`src/rtl/synth_pkg.sv`:
```
// Shared types and defaults for the note sequencer slice.
package synth_pkg;

    typedef enum logic [0:0] {
        IDLE = 1'b0,
        PLAY = 1'b1
    } seq_state_t;

    localparam int DEFAULT_MIN_GAP   = 2048;
    localparam int DEFAULT_FREQ_BITS = 4;

    // Slot layout as seen on the write bus at the default tone width.
    typedef struct packed {
        logic                         tie;
        logic                         gate_en;
        logic [DEFAULT_FREQ_BITS-1:0] freq_bin;
    } seq_slot_t;

endpackage

```
`src/rtl/note_sequencer_if.sv`:
```
// Slot-programming bus into the note sequencer.
interface note_sequencer_if #(
    parameter int STEPS     = 8,
    parameter int FREQ_BITS = 4
) ();
    localparam int AW = $clog2(STEPS);

    logic               wr_en;
    logic [AW-1:0]      wr_addr;
    logic [FREQ_BITS+1:0] wr_data;

    modport master (output wr_en, output wr_addr, output wr_data);
    modport slave  (input  wr_en, input  wr_addr, input  wr_data);
endinterface

```
`src/rtl/seq_step_ram.sv`:
```
// Step slot register file: synchronous clear, one write port, one combinational read port.
module seq_step_ram #(
    parameter int STEPS     = 8,
    parameter int SLOT_BITS = 5
) (
    input  logic                     clk,
    input  logic                     rst_n,
    input  logic                     wr_en,
    input  logic [$clog2(STEPS)-1:0] wr_addr,
    input  logic [SLOT_BITS-1:0]     wr_data,
    input  logic [$clog2(STEPS)-1:0] rd_addr,
    output logic [SLOT_BITS-1:0]     rd_data
);
    logic [SLOT_BITS-1:0] mem_r [STEPS];

    // Slot storage: cleared on reset, one slot written per cycle.
    always_ff @(posedge clk) begin
        if (!rst_n) begin
            for (int i = 0; i < STEPS; i++) begin
                mem_r[i] <= '0;
            end
        end else if (wr_en) begin
            mem_r[wr_addr] <= wr_data;
        end
    end

    assign rd_data = mem_r[rd_addr];

endmodule

```
`src/rtl/note_sequencer.sv`:
```
// Looping step sequencer feeding tone_freq_bin and hold (gate) into soundproc.
// Optional legato ties are enabled by defining SEQ_TIE_EN.
module note_sequencer
    import synth_pkg::*;
#(
    parameter int STEPS     = 8,
    parameter int FREQ_BITS = 4,
    parameter int TIME_BITS = 16,
    parameter int MIN_GAP   = DEFAULT_MIN_GAP
) (
    input  logic                     clk,
    input  logic                     rst_n,
    note_sequencer_if.slave          wr_bus,
    input  logic                     run,
    input  logic [$clog2(STEPS)-1:0] last_step,
    input  logic [TIME_BITS-1:0]     step_period,
    input  logic [TIME_BITS-1:0]     gate_len,
    output logic [FREQ_BITS-1:0]     tone_freq_bin,
    output logic                     gate,
    output logic [$clog2(STEPS)-1:0] step_idx,
    output logic                     step_strobe,
    output logic                     busy
);
    localparam int AW = $clog2(STEPS);
`ifdef SEQ_TIE_EN
    localparam int SLOT_BITS = FREQ_BITS + 2;
`else
    localparam int SLOT_BITS = FREQ_BITS + 1;
`endif
    localparam logic [TIME_BITS-1:0] MIN_GAP_T = TIME_BITS'(MIN_GAP);

    seq_state_t           state_r, state_s;
    logic [TIME_BITS-1:0] counter_r, counter_s;
    logic [TIME_BITS-1:0] eff_period_s, period_m1_s, gap_limit_s;
    logic [AW-1:0]        succ_idx_s, rd_addr_s, step_idx_s;
    logic [SLOT_BITS-1:0] wr_slot_s, rd_data_s;
    logic [FREQ_BITS-1:0] tone_s;
    logic                 gate_en_r, gate_en_s;
    logic                 load_s, gate_s, strobe_s, busy_s;
`ifdef SEQ_TIE_EN
    logic                 tie_r, tie_s;

    assign wr_slot_s = wr_bus.wr_data;
`else
    logic                 tie_unused_s;

    assign wr_slot_s    = wr_bus.wr_data[FREQ_BITS:0];
    assign tie_unused_s = wr_bus.wr_data[FREQ_BITS+1];
`endif

    // The read port always looks at the slot that would be loaded next.
    assign eff_period_s = (step_period == '0) ? TIME_BITS'(1) : step_period;
    assign period_m1_s  = eff_period_s - TIME_BITS'(1);
    assign gap_limit_s  = (eff_period_s > MIN_GAP_T) ? (eff_period_s - MIN_GAP_T) : '0;
    assign succ_idx_s   = (step_idx >= last_step) ? '0 : (step_idx + AW'(1));
    assign rd_addr_s    = (state_r == PLAY) ? succ_idx_s : '0;

    seq_step_ram #(
        .STEPS     (STEPS),
        .SLOT_BITS (SLOT_BITS)
    ) u_ram (
        .clk     (clk),
        .rst_n   (rst_n),
        .wr_en   (wr_bus.wr_en),
        .wr_addr (wr_bus.wr_addr),
        .wr_data (wr_slot_s),
        .rd_addr (rd_addr_s),
        .rd_data (rd_data_s)
    );

    // Next-state, step advance and next output values.
    always_comb begin
        state_s    = state_r;
        counter_s  = counter_r;
        step_idx_s = step_idx;
        tone_s     = tone_freq_bin;
        gate_en_s  = gate_en_r;
        load_s     = 1'b0;
        strobe_s   = 1'b0;
        gate_s     = 1'b0;
`ifdef SEQ_TIE_EN
        tie_s      = tie_r;
`endif
        case (state_r)
            IDLE: begin
                counter_s  = '0;
                step_idx_s = '0;
                if (run) begin
                    state_s = PLAY;
                    load_s  = 1'b1;
                end else begin
                    state_s = IDLE;
                end
            end
            PLAY: begin
                if (!run) begin
                    state_s    = IDLE;
                    counter_s  = '0;
                    step_idx_s = '0;
                end else if (counter_r == period_m1_s) begin
                    counter_s  = '0;
                    step_idx_s = succ_idx_s;
                    load_s     = 1'b1;
                end else begin
                    counter_s  = counter_r + TIME_BITS'(1);
                end
            end
            default: begin
                state_s    = IDLE;
                counter_s  = '0;
                step_idx_s = '0;
            end
        endcase

        if (load_s) begin
            tone_s    = rd_data_s[FREQ_BITS-1:0];
            gate_en_s = rd_data_s[FREQ_BITS];
            strobe_s  = 1'b1;
`ifdef SEQ_TIE_EN
            tie_s     = rd_data_s[FREQ_BITS+1];
`endif
        end else begin
            strobe_s  = 1'b0;
        end

        busy_s = (state_s == PLAY);
        if (busy_s) begin
            gate_s = gate_en_s && (counter_s < gate_len) && (counter_s < gap_limit_s);
`ifdef SEQ_TIE_EN
            // A tie into a gated slot holds the gate through the gap (legato).
            if (!load_s && tie_s && rd_data_s[FREQ_BITS]) begin
                gate_s = gate_en_s;
            end else begin
                gate_s = gate_s;
            end
`endif
        end else begin
            gate_s = 1'b0;
        end
    end

    // State, counter, latched step data and registered outputs.
    always_ff @(posedge clk) begin
        if (!rst_n) begin
            state_r       <= IDLE;
            counter_r     <= '0;
            gate_en_r     <= 1'b0;
            tone_freq_bin <= '0;
            gate          <= 1'b0;
            step_idx      <= '0;
            step_strobe   <= 1'b0;
            busy          <= 1'b0;
`ifdef SEQ_TIE_EN
            tie_r         <= 1'b0;
`endif
        end else begin
            state_r       <= state_s;
            counter_r     <= counter_s;
            gate_en_r     <= gate_en_s;
            tone_freq_bin <= tone_s;
            gate          <= gate_s;
            step_idx      <= step_idx_s;
            step_strobe   <= strobe_s;
            busy          <= busy_s;
`ifdef SEQ_TIE_EN
            tie_r         <= tie_s;
`endif
        end
    end

endmodule

```
`src/flat_wrapper.sv`:
```
// flat-port wrapper written by rule: the top's interface ports become plain ports
module note_sequencer_flat import synth_pkg::*;
#(
    parameter int STEPS     = 8,
    parameter int FREQ_BITS = 4,
    parameter int TIME_BITS = 16,
    parameter int MIN_GAP   = DEFAULT_MIN_GAP
)
  (clk, rst_n, run, last_step, step_period, gate_len, tone_freq_bin, gate, step_idx, step_strobe, busy, wr_bus_wr_en, wr_bus_wr_addr, wr_bus_wr_data);
  note_sequencer_if #(.STEPS(STEPS), .FREQ_BITS(FREQ_BITS)) wr_bus_i ();
  input  logic clk;
  input  logic rst_n;
  input  logic run;
  input  logic [$clog2(STEPS)-1:0] last_step;
  input  logic [TIME_BITS-1:0] step_period;
  input  logic [TIME_BITS-1:0] gate_len;
  output logic [FREQ_BITS-1:0] tone_freq_bin;
  output logic gate;
  output logic [$clog2(STEPS)-1:0] step_idx;
  output logic step_strobe;
  output logic busy;
  input wire logic [$bits(wr_bus_i.wr_en)-1:0] wr_bus_wr_en;
  input wire logic [$bits(wr_bus_i.wr_addr)-1:0] wr_bus_wr_addr;
  input wire logic [$bits(wr_bus_i.wr_data)-1:0] wr_bus_wr_data;
  assign wr_bus_i.wr_en = wr_bus_wr_en;
  assign wr_bus_i.wr_addr = wr_bus_wr_addr;
  assign wr_bus_i.wr_data = wr_bus_wr_data;
  note_sequencer #(.STEPS(STEPS), .FREQ_BITS(FREQ_BITS), .TIME_BITS(TIME_BITS), .MIN_GAP(MIN_GAP)) u_core (.clk(clk), .rst_n(rst_n), .wr_bus(wr_bus_i), .run(run), .last_step(last_step), .step_period(step_period), .gate_len(gate_len), .tone_freq_bin(tone_freq_bin), .gate(gate), .step_idx(step_idx), .step_strobe(step_strobe), .busy(busy));
endmodule
```
`config.mk`:
```
export PLATFORM = sky130hd
export DESIGN_NAME = note_sequencer_flat
export DESIGN_NICKNAME = d
export VERILOG_FILES = /design/src/rtl/synth_pkg.sv /design/src/rtl/note_sequencer_if.sv /design/src/rtl/seq_step_ram.sv /design/src/rtl/note_sequencer.sv /design/src/flat_wrapper.sv
export SDC_FILE = /design/constraint.sdc
export NUM_CORES = 1
export LEC_CHECK = 0
export CAP_MARGIN = 0
export CORE_ASPECT_RATIO = 1.1
export CORE_UTILIZATION = 55
export DETAILED_ROUTE_END_ITERATION = 6
export GPL_TIMING_DRIVEN = 0
export HOLD_SLACK_MARGIN = 0.05
export PLACE_DENSITY = 0.9
export SETUP_SLACK_MARGIN = 0.2
export SYNTH_ARGS = -nofsm -noshare
export SYNTH_HDL_FRONTEND = slang
export SYNTH_SLANG_ARGS = --single-unit
export TNS_END_PERCENT = 100
```
`constraint.sdc`:
```
create_clock -name clk -period 7.3 [get_ports clk]
set_input_delay 1.825 -clock clk [delete_from_list [all_inputs] [get_ports clk]]
set_output_delay 1.825 -clock clk [all_outputs]
set_load 0.02 [all_outputs]
```
Word-level counts from Yosys, hierarchy flattened
Memories as Yosys holds them, arrays and structs flattened.
Cells that the tools add are included.

cells by class
  bitwise gates (word level) = 1
  $lt $le $gt $ge = 4
  muxes and demuxes = 23
  reductions and logical operators = 5
  add/subtract/negate cells = 4
  eq/ne operators = 2

operators by type and width
  kind                                                                     count
  16-bit 2-to-1 mux                                                        4
  16-bit < comparator                                                      2
  16-bit one-hot mux with 2 select lines                                   1
  16-bit by 1-bit adder with 16-bit output (second input constant)         1
  16-bit equality test                                                     1
  16-bit by 12-bit > comparator with 1-bit output (second input constant)  1
  16-bit logical NOT                                                       1
  16-bit by 1-bit subtractor with 16-bit output (second input constant)    1
  16-bit by 12-bit subtractor with 16-bit output (second input constant)   1
  3-bit 2-to-1 mux                                                         5
  1-bit 2-to-1 mux                                                         10
  3-bit one-hot mux with 2 select lines                                    1
  5-bit 2-to-1 mux                                                         1
  5-bit OR reduction                                                       1
  3-bit by 1-bit adder with 3-bit output (second input constant)           1
  3-bit greater-or-equal comparator                                        1
  3-bit inequality test (second input constant)                            1
  1-bit logical AND                                                        2
  1-bit one-hot mux with 2 select lines                                    1
  2-bit AND reduction                                                      1
  1-bit inverter                                                           1

storage, ports and cells
  input bits = 48
  register bits = 27
  memories = 1
  logic and storage cells = 47
  bits in writable memories = 40
  output and inout port bits = 10

memory list
  name                words  width  rd ports  clocked after memory_dff  write ports  line                RTL
  u_core.u_ram.mem_r  8      5      1         0                         8            seq_step_ram.sv:14  logic [SLOT_BITS-1:0] mem_r [STEPS];

Longest topological paths before layout
Gate-level depths: netlist of run 1.

  depth in word-level cells = 10
  gate-level depth with buffers = 20
  depth with buffers taken out = 18

Cells and area by module
Synthesis of run 1 repeated with hierarchy kept, for this count alone.

unflattened totals
  cell total of the unflattened synthesis = 482
  area, all modules = 4693.3 um^2

by module, submodules not included
  module          area each (um^2)  seq. area each (um^2)  instances  cells an instance
  note_sequencer  2813.9            540.5                  1          357
  seq_step_ram    1879.3            1201.2                 1          125

Worst setup path after synthesis of run 1
OpenSTA, ideal clock, no wires.

  kind = input -> register
  start point = in step_period[13]
  end point = reg u_core.gate
  required time = 7.168 ns
  data arrival time = 6.189 ns
  stages = 18
  setup time = 0.132 ns
  path slack = 0.979 ns
  buffers on the path = 2
  path through = clkbuf_1 nor4_4 a41oi_1 ha_1 nor3b_1 or4_1 a2111oi_4 o2111ai_4 nand3_2 buf_4 nor2_1 ha_1 and4_1 nand2_1 a2111oi_0 o21bai_1 nor4_1 nor4_2

between the ends
  word-level cells in the longest chain between the ends = 10
  elaborated cells on any way between the ends = 18
  those cells by class = 2 x add/sub; 3 x order compare; 1 x eq/ne; 9 x mux; 3 x reduce/logical

ends and longest elaborated chain
  what                                             line                   RTL
  from (decl)                                      flat_wrapper.sv:15     input logic [TIME_BITS-1:0] step_period;
  16-bit logical NOT                               note_sequencer.sv:52   assign eff_period_s = (step_period == '0) ? TIME_BITS'(1) : step_period;
  16-bit 2-to-1 mux *                              note_sequencer.sv:52
  16-bit by 1-bit subtractor with 16-bit output *  note_sequencer.sv:53   assign period_m1_s = eff_period_s - TIME_BITS'(1);
  16-bit equality test *                           note_sequencer.sv:100  end else if (counter_r == period_m1_s) begin
  16-bit 2-to-1 mux *                              note_sequencer.sv:100
  16-bit 2-to-1 mux *                              note_sequencer.sv:96   if (!run) begin
  16-bit one-hot mux with 2 select lines *         note_sequencer.sv:84   case (state_r)
  named net u_core.counter_s[6]                    note_sequencer.sv:33   logic [TIME_BITS-1:0] counter_r, counter_s;
  16-bit < comparator                              note_sequencer.sv:128  gate_s = gate_en_s && (counter_s < gate_len) && (counter_s < gap_limit_s);
  1-bit logical AND                                note_sequencer.sv:128
  1-bit logical AND *                              note_sequencer.sv:128
  to (signal assigned)                             note_sequencer.sv:161  gate <= gate_s;
  to (decl)                                        note_sequencer.sv:19   output logic gate,

The timed path passes the listed nets; every way through them passes the cells marked *.
A chain may end at the register's enable or synchronous reset.

Worst setup path in the final report of run 1
  start point = in step_period[5]
  end point = reg u_core.gate

The elaborated chain is that of the path after synthesis.

==> results of run 1 <==
path summary, 6_finish.rpt:
| kind | end | slack (ns) | startpoint | cells past startpoint |
|---|---|---|---|---|
| min | u_core.counter_r[0]$_SDFF_PN0_ | 0.52 | u_core.counter_r[0]$_SDFF_PN0_ | 1 |
| min reg2reg | u_core.counter_r[0]$_SDFF_PN0_ | 0.52 | u_core.counter_r[0]$_SDFF_PN0_ | 1 |
| max | u_core.gate$_SDFF_PN0_ | 0.47 | step_period[5] | 19 |
| max reg2reg | u_core.gate$_SDFF_PN0_ | 3.07 | u_core.counter_r[12]$_SDFF_PN0_ | 15 |
cells by family (layout without fill, tap and decap cells):
logic type,count (synthesis),in the layout,synth area share (%)
AO/OA/AOI/OAI,95,95,15.20
XOR/XNOR,36,36,6.914
adder cells (fa/ha/maj),38,38,9.990
buffers and inverters,41,115,3.417
flip-flops,67,67,36.59
multiplexers,8,8,2.760
AND/OR/NAND/NOR,217,217,25.13
per-stage QoR:
stage	util [%]	instance area (um^2)	instances	setup slack [ns]
floorplan	-	4760	502	0.9788
global placement	65.15	5449	668	-0.2168
detailed placement	65.15	5449	668	-0.3715
CTS	67.79	5670	686	0.2081
global route	68.03	5690	687	0.2377
finish	68.03	5690	687	0.4651
metal layers:
| layer | global-route usage [%] | share of wire (%) |
|---|---|---|
| met5 | 0 | 0 |
| met4 | 19.11 | 5.5 |
| met3 | 5.810 | 4.8 |
| met2 | 52.27 | 52 |
| met1 | 29.29 | 37 |
cell type report:
| class | count | share of cell area (%) |
|---|---|---|
| timing repair buffer | 58 | 10.07 |
| multi-input combinational | 394 | 50.64 |
| clock buffer | 9 | 2.177 |
| clock inverter | 7 | 1.209 |
| inverter | 29 | 1.913 |
| sequential | 67 | 30.61 |
| buffer | 12 | 0.9455 |
| tap | 111 | 2.441 |
cell usage in the layout (no fill, tap or decap), drive strengths merged, types with 5 or more instances in the layout:
master         Yosys  final
clkdlybuf4s50      0     55
nor2              54     54
and2              41     41
edfxtp            40     40
ha                38     38
nand2             34     34
inv               29     29
dfxtp             27     27
o21ai             21     21
xnor2             18     18
nand2b            18     18
xor2              17     17
a21oi             17     17
nand3             17     17
clkbuf             7     16
a21o              12     12
nor3               9      9
nand4              9      9
a211oi             8      8
buf                5      8
nor4               7      7
o211ai             5      5
a311oi             5      5
a2bb2oi            5      5
or4                5      5
a2111oi            5      5
sequential cells by signal, summed over array words and instances (netlist names):
name                  cells
u_core.u_ram.mem_r       40
u_core.tone_freq_bin      4
u_core.busy               1
u_core.step_strobe        1
u_core.gate_en_r          1
u_core.counter_r         16
u_core.gate               1
u_core.step_idx           3
power by group through the flow:
stage | Clock [mW] | Sequential [mW] | Combinational, mW
2_1_floorplan | 0 | 0.433 | 0.0665
3_3_place_gp | 0 | 0.431 | 0.125
3_5_place_dp | 0 | 0.433 | 0.130
4_1_cts | 0.302 | 0.424 | 0.132
5_1_grt | 0.320 | 0.426 | 0.145
6_report | 0.302 | 0.424 | 0.135
repair_timing:
item	CTS	global route
buffers inserted	2	1
cloned	0	0
gates resized for setup	2	3
pin swaps	2	1
setup endpoints to repair	1	1
hold endpoints to repair	0	0
worst max-delay path, cell delays in order:
cell and delay (ns):
clkdlybuf4s50_1 0.57, nor4_4 0.37, a41oi_1 0.26, ha_1 0.30, nor3b_2 0.21, or4_1 0.64, a2111oi_4 0.46, o2111ai_4 0.29
nand3_2 0.23, buf_4 0.20, nor2_1 0.09, ha_1 0.32, a21o_1 0.16, a21o_1 0.17, a221oi_1 0.29, o21ai_0 0.14
nand2b_1 0.09, nand4_1 0.18, nor4_2 0.31
==> metrics.cfg, run 1 <==
[status]
outcome=finished clean

[power]
seq_power_share_pct=49.3
internal-power_mw=0.6332
p_leak_nw=2.191
p_clk_share_pct=35.0
vdd_ir_drop_max_uv=238.8
power.total_mw=0.8604
p_sw_share_pct=26.40
p_sw_mw=0.2272
power_frac_comb_pct=15.6
powerDensity_nw_per_um2=151.2

[global_routing]
grt_use_total_pct=28.51
grt_pass1_vias=4337
grt_max_degree=13
antenna_found_initial=0
grt_pass1_wl_um=19970
grt_overflow_total=0

[setup_path]
worst_setup_path_end_kind=flop
required_ns=7.56
critPathMaxFanout=10
crit_arrival_ns=7.10
critPathKind=in -> reg
start_kind=primary input

[logic_synthesis]
yosys-top-cells-count=54 x nor2_1, 41 x and2_1, 40 x edfxtp_1
syn_avg_cell_area_um2=9.481
ys_seq_area_share_pct=36.59
synth_seq_cells=67
synth-warning-count=0
yosysTopAreaCell=edfxtp_1
synth.most_common_cell=nor2_1
syn_inst=502
syn-cell-area_um2=4760
yosysUniqueCellTypes=67
synth_top_area_share_pct=25.24
synth_flop_cell=edfxtp_1
synth_area_leaders=edfxtp_1 25%, dfxtp_1 11%, ha_1 10%
syn_nets=588
synthArstFlopShare_pct=0
synth_edf_count=40

[sta]
finalSetupTns_ns=0
fin_hold_ws_ns=0.5166
setup_viol=0
maxSlewHeadroom_pct=49.29
maxSlewViolCount=0
fin_crit_sh_pct=93.63
timing.final.hold_violations=0
clock_skew_ns=0.003780
fmax_mhz=146.3
layout_min_cycle_time_ns=6.835
rsz0062_at_grt=false
worst_pin_slew_ns=0.7527

[drt]
drt_iter0_drc=289
routed_via_density=6.095
drtAntennaViolNets=0
drtPass1Iterations=5
drc=0
wl_um=12350
wl_per_cell_um=17.98
vias=4187

[cts]
numCtsBuffers=9
insertion_delay_ns=0.35
clk_pin_slew_ns=0.07
htree_levels=3
cts_max_path_buffers=2
cts-root-buf=clkbuf_8
cts_tree=done
clock_sinks=67
hold_buffers=0

[die]
start_util_pct=56.90
die_w_um=90.70
core_um2=8364
dieArea_um2=9030
die_y_um=99.57
io_pins=58
rows=35

[layout]
multi_input_area_um2=2882
syn2layout_area_growth_pct=19.56
final_net_count=657
drive_above_1_share_pct=8.333
diodes=0
final-seq-area_um2=1742
fillerInstances=625

[flow_run]
drv_cap=0

[placement]
gp_congestion=0.8943
port_buffers=55
dpl.hpwl_um=9751

[min_path]
hp-class=reg -> reg

No activity file was read; power rests on OpenSTA's default activity.
==> run 2, diff against run 1 <==
--- a/config.mk
+++ b/config.mk
@@ -8,10 +8,11 @@
 export CAP_MARGIN = 0
 export CORE_ASPECT_RATIO = 1.1
 export CORE_UTILIZATION = 55
+export CTS_CLUSTER_DIAMETER = 80
 export DETAILED_ROUTE_END_ITERATION = 6
 export GPL_TIMING_DRIVEN = 0
 export HOLD_SLACK_MARGIN = 0.05
-export PLACE_DENSITY = 0.9
+export PLACE_DENSITY = 0.84
 export SETUP_SLACK_MARGIN = 0.2
 export SYNTH_ARGS = -nofsm -noshare
 export SYNTH_HDL_FRONTEND = slang
==> metrics.cfg, run 2 (synthesized netlist as in run 1, its figures left out) <==
[min_path]
holdCritStartpoint=u_core.counter_r[0]$_SDFF_PN0_
hp-class=reg -> reg

[layout]
diodes=0  ; unchanged
reg_top3=u_core.u_ram.mem_r (40), u_core.counter_r (16), u_core.tone_freq_bin (4)
final_cell_mix=55 x clkdlybuf4s50_1, 54 x nor2_1, 41 x and2_1, 40 x edfxtp_1, 38 x ha_1
drive_above_1_share_pct=8.507  ; +0.17 points
syn2layout_area_growth_pct=19.72
final_net_count=657  ; unchanged
largest_reg_flops=40  ; unchanged
final_common_cell=clkdlybuf4s50_1
fillerInstances=679  ; +8.6%
regMostFlops=u_core.u_ram.mem_r
fin_cells=687  ; unchanged

[sta]
setup_viol=0  ; unchanged
layout_min_cycle_time_ns=6.855  ; +0.02015 ns
timing.final.hold_violations=0  ; unchanged
clock_skew_ns=0.007521  ; +0.003742 ns
fin_crit_sh_pct=93.90  ; +0.28 points
finalSetupTns_ns=0  ; unchanged
fin_hold_ws_ns=0.4886  ; -0.02809 ns
worst_pin_slew_ns=0.8171  ; +0.06434 ns
rsz0062_at_grt=false
fmax_mhz=145.9  ; -0.29%
maxSlewViolCount=0  ; unchanged
maxSlewHeadroom_pct=44.95  ; -4.3 points

[flow_run]
drv_cap=0  ; unchanged

[cts]
insertion_delay_ns=0.35  ; about the same
htree_levels=3  ; unchanged
clock_sinks=67  ; unchanged
hold_buffers=0  ; unchanged
numCtsBuffers=9  ; unchanged
cts-root-buf=clkbuf_8
cts_tree=done
cts_max_path_buffers=2  ; unchanged
clk_pin_slew_ns=0.07  ; about the same

[placement]
dpl.hpwl_um=9547  ; -2.1%
port_buffers=55  ; unchanged
gp_congestion=0.8579  ; -4.1%
dp.cells=668  ; unchanged

[die]
io_pins=58  ; unchanged
dieArea_um2=9030  ; unchanged
die_y_um=99.57  ; unchanged
rows=35  ; unchanged
start_util_pct=56.90  ; unchanged
core_um2=8364  ; unchanged
die_w_um=90.70  ; unchanged

[global_routing]
grt_use_total_pct=28.18  ; -0.33 points
grt_pass1_wl_um=19590  ; -1.9%
grt_pass1_vias=4051  ; -6.6%
grt_max_degree=13  ; unchanged
grt_overflow_total=0  ; unchanged
antenna_found_initial=0  ; unchanged

[setup_path]
critPathKind=in -> reg
start_kind=primary input
required_ns=7.55  ; about the same
crit_start=step_period[15]
cpPeakStageDelay_ns=0.64  ; about the same
cp_slowest_cell=or4_1
crit_buf_inv=2  ; unchanged
worst_setup_path_end_kind=flop
crit_chain=clkdlybuf4s50_1 > nor4_4 > a41oi_2 > ha_1 > nor3b_2 > or4_1 > a2111oi_4 > o2111ai_4 > nand3_2 > buf_4 > nor2_1 > ha_1 > a21o_1 > a21o_1 > a221oi_1 > o21ai_0 > nand2b_1 > nand4_1 > nor4_2
critPathMaxFanout=10  ; unchanged
reg2reg_from=u_core.counter_r[12]$_SDFF_PN0_
crit_arrival_ns=7.11  ; about the same
cp_top_family=simple AND/OR/NAND/NOR gates

[power]
powerDensity_nw_per_um2=150.7  ; -0.36%
vdd_ir_drop_max_uv=163.8  ; -31%
p_leak_nw=2.203  ; +0.55%

[drt]
drtAntennaViolNets=0  ; unchanged
routed_via_density=5.907  ; -3.1%
vias=4058  ; -3.1%
wl_um=12060  ; -2.3%
drt_iter0_drc=199  ; -31%
drtPass1Iterations=5  ; unchanged
wl_per_cell_um=17.56  ; -2.3%
drc=0  ; unchanged

[status]
outcome=finished clean

## run 2: cell types whose count changed in the layout (fill, tap and decap cells not counted), sizes merged
cell	previous run	this run
clkinvlp	4	1
clkinv	2	5
## run 2: timing repair
item / in CTS / in global routing
resized for setup: 1 / 5
pin swaps: 3 / 0
cloned: 0 / 0
endpoints found under the setup margin: 1 / 1
buffers inserted: 3 / 0
## run 2: per-stage QoR
stage / cell area [um^2] / worst slack, ns / power (mW) / utilization (%)
6_report: 5698 / 0.4450 / 0.8585 / 68.12
5_1_grt: 5698 / 0.1913 / 0.8885 / 68.12
4_1_cts: 5673 / 0.3236 / 0.8570 / 67.82
3_5_place_dp: 5449 / -0.3583 / 0.5624 / 65.15
3_3_place_gp: 5449 / -0.2856 / 0.5574 / 65.15
2_1_floorplan: 4760 / 0.9788 / 0.4998 / -
## run 2: per-layer routing
metal	up-vias	wire length, um	GRT usage [%]	share of wire (%)
met4	0	440	14.02	3.6
met2	138	6364	53.09	53
met3	30	614	5.581	5.1
met1	1918	4641	29.78	38
met5	-	0	0	0
li1	1972	-	-	-
## run 2: path summary, 6_finish.rpt
check	to	slack, ns	cells after the start
max	u_core.gate$_SDFF_PN0_	0.44	19
min reg2reg	u_core.counter_r[0]$_SDFF_PN0_	0.49	1
max reg2reg	u_core.gate$_SDFF_PN0_	3.07	15
min	u_core.counter_r[0]$_SDFF_PN0_	0.49	1
## run 2: power breakdown
part / internal [mW] / switching [mW] / total [mW]
clock: 0.156 / 0.144 / 0.300
sequential: 0.418 / 0.00738 / 0.425
combinational: 0.0602 / 0.0730 / 0.133
total: 0.634 / 0.224 / 0.858
## run 2: area by class of cell
| class | count | area, um^2 | share of cell area, % |
|---|---|---|---|
| clock buffers | 9 | 123.9 | 2.174 |
| well taps | 111 | 138.9 | 2.437 |
| clock inverters | 7 | 68.82 | 1.208 |
| repair buffers | 58 | 573.1 | 10.06 |
| inverters | 29 | 108.9 | 1.910 |
| multi-input cells | 394 | 2889 | 50.70 |
| plain buffers | 12 | 53.80 | 0.9442 |
| flip-flops and latches | 67 | 1742 | 30.57 |
==> run 3, diff against run 2 <==
--- a/config.mk
+++ b/config.mk
@@ -12,6 +12,7 @@
 export DETAILED_ROUTE_END_ITERATION = 6
 export GPL_TIMING_DRIVEN = 0
 export HOLD_SLACK_MARGIN = 0.05
+export MAX_ROUTING_LAYER = met4
 export PLACE_DENSITY = 0.84
 export SETUP_SLACK_MARGIN = 0.2
 export SYNTH_ARGS = -nofsm -noshare
==> metrics.cfg, run 3 (synthesized netlist as in run 1, its figures left out) <==
[cts]
clock_sinks=67  ; unchanged
clk_pin_slew_ns=0.07  ; about the same
cts_max_path_buffers=2  ; unchanged
cts-root-buf=clkbuf_8
insertion_delay_ns=0.35  ; about the same
numCtsBuffers=9  ; unchanged
htree_levels=3  ; unchanged
cts_tree=done

[global_routing]
use_met1_pct=30.08  ; +0.30 points
globalRouteMet2Util_pct=52.39  ; -0.70 points
antenna_found_initial=0  ; unchanged
grt_pass1_wl_um=19540  ; -0.25%
grt-busiest-layer=met2
met3_usage_pct=3.976  ; -1.6 points
grt_pass1_vias=4061  ; +0.25%
grt_overflow_total=0  ; unchanged
grt_use_total_pct=28.65  ; +0.47 points
grt_max_degree=13  ; unchanged

[die]
die_y_um=99.57  ; unchanged
io_pins=58  ; unchanged
core_um2=8364  ; unchanged
rows=35  ; unchanged
dieArea_um2=9030  ; unchanged
start_util_pct=56.90  ; unchanged
die_w_um=90.70  ; unchanged

[placement]
dpl.hpwl_um=9519  ; -0.29%
gp_congestion=0.8658  ; +0.92%
dp.cells=668  ; unchanged
port_buffers=55  ; unchanged

[sta]
setup_viol=0  ; unchanged
timing.final.hold_violations=0  ; unchanged
maxSlewViolCount=0  ; unchanged
rsz0062_at_grt=false
layout_min_cycle_time_ns=6.822  ; -0.03268 ns
finalSetupTns_ns=0  ; unchanged
worst_pin_slew_ns=0.8224  ; +0.005298 ns
fin_hold_ws_ns=0.5156  ; +0.02709 ns
clock_skew_ns=0.004723  ; -0.002799 ns
maxSlewHeadroom_pct=44.59  ; -0.36 points
fin_crit_sh_pct=93.46  ; -0.45 points
fmax_mhz=146.6  ; +0.48%

[min_path]
hp-class=reg -> reg

[drt]
vias=3977  ; -2.0%
drt_iter0_drc=204  ; +2.5%
wl_per_cell_um=17.10  ; -2.6%
drc=0  ; unchanged
wl_um=11750  ; -2.6%
drtPass1Iterations=4  ; -1
routed_via_density=5.789  ; -2.0%
drtAntennaViolNets=0  ; unchanged

[setup_path]
cpPeakStageDelay_ns=0.64  ; about the same
crit_chain=clkdlybuf4s50_1 > nor4_4 > a41oi_2 > ha_1 > nor3b_2 > or4_1 > a2111oi_4 > o2111ai_4 > nand3_2 > buf_4 > nor2_1 > ha_1 > a21o_1 > a21o_1 > a221oi_1 > o21ai_0 > nand2b_1 > nand4_1 > nor4_2
crit_arrival_ns=7.07  ; -0.04 ns
critPathKind=in -> reg
cp_slowest_cell=or4_1
crit_buf_inv=2  ; unchanged
start_kind=primary input
worst_setup_path_end_kind=flop
cp_top_family=simple AND/OR/NAND/NOR gates
critPathMaxFanout=10  ; unchanged
required_ns=7.55  ; about the same

[layout]
regMostFlops=u_core.u_ram.mem_r
final_net_count=657  ; unchanged
fin_cells=687  ; unchanged
diodes=0  ; unchanged
drive_above_1_share_pct=8.507  ; unchanged
largest_reg_flops=40  ; unchanged
final_cell_mix=54 x nor2_1, 54 x clkdlybuf4s50_1, 41 x and2_1, 40 x edfxtp_1, 38 x ha_1
reg_top3=u_core.u_ram.mem_r (40), u_core.counter_r (16), u_core.tone_freq_bin (4)
syn2layout_area_growth_pct=19.77  ; about the same

[power]
powerDensity_nw_per_um2=150.4  ; -0.15%
p_leak_nw=2.209  ; +0.26%
vdd_ir_drop_max_uv=150.0  ; -8.4%

[status]
outcome=finished clean

[flow_run]
drv_cap=0  ; unchanged

-- run 3: cell count changes in the layout (fill, tap and decap cells not counted) --
cell	previous run	this run
clkinvlp_4	1	2
clkdlybuf4s50_1	55	54
clkinv_4	2	0
a2111oi_1	0	1
nor4_1	2	1
nor4_2	2	3
dlymetal6s2s_1	0	1
a2111oi_2	2	1
inv_6	0	1
-- run 3: final timing paths --
path | start | to | slack [ns] | cells past startpoint
max | step_period[15] | u_core.gate$_SDFF_PN0_ | 0.48 | 19
max reg2reg | u_core.counter_r[12]$_SDFF_PN0_ | u_core.gate$_SDFF_PN0_ | 3.03 | 16
min reg2reg | u_core.counter_r[0]$_SDFF_PN0_ | u_core.counter_r[0]$_SDFF_PN0_ | 0.52 | 1
min | u_core.counter_r[0]$_SDFF_PN0_ | u_core.counter_r[0]$_SDFF_PN0_ | 0.52 | 1
-- run 3: stage by stage --
stage / utilization (%) / power, mW / area, um^2 / setup slack (ns)
final: 68.15 / 0.8576 / 5700 / 0.4777
after CTS: 67.81 / 0.8583 / 5672 / 0.2877
after floorplan: - / 0.4998 / 4760 / 0.9788
after global placement: 65.15 / 0.5575 / 5449 / -0.3289
after detailed placement: 65.15 / 0.5626 / 5449 / -0.3091
after global routing: 68.15 / 0.8896 / 5700 / 0.1920
-- run 3: cell type report --
class / instances / area [um^2]
inverters: 29 / 108.9
flip-flops and latches: 67 / 1742
repair buffers: 58 / 575.6
plain buffers: 12 / 53.80
fillers: 644 / 2664
multi-input cells: 394 / 2890
clock inverters: 7 / 67.56
well taps: 111 / 138.9
clock buffers: 9 / 123.9
-- run 3: where the power goes --
group | leakage, nW | internal, mW | switching, mW
Combinational | 1.51 | 0.0602 | 0.0722
Clock | 0.0931 | 0.156 | 0.144
Sequential | 0.603 | 0.418 | 0.00727
-- run 3: worst reg2reg max path: stages, from the launching register on --
cell       delay [ns]
dfxtp_1          0.40
xor2_1           0.30
nor3_1           0.09
o311ai_1         0.66
a2111oi_4        0.19
o2111ai_4        0.22
nand3_2          0.22
buf_4            0.23
nor2_1           0.23
ha_1             0.30
a21o_1           0.16
a21o_1           0.17
a221oi_1         0.27
o21ai_0          0.12
nand2b_1         0.08
nand4_1          0.18
nor4_2           0.34
-- run 3: layer usage --
metal | up-vias | share of wire [%]
li1 | 1971 | -
met1 | 1845 | 39
met3 | 38 | 4.4
met4 | 0 | 4.2
met2 | 123 | 52
met5 | - | 0
-- run 3: repair_timing --
action                                  4_1_cts  5_1_grt
pin swaps                                     3        0
hold buffers                                  0        0
endpoints found under the setup margin        1        1
gates resized for setup                       1        6
setup buffers                                 3        0
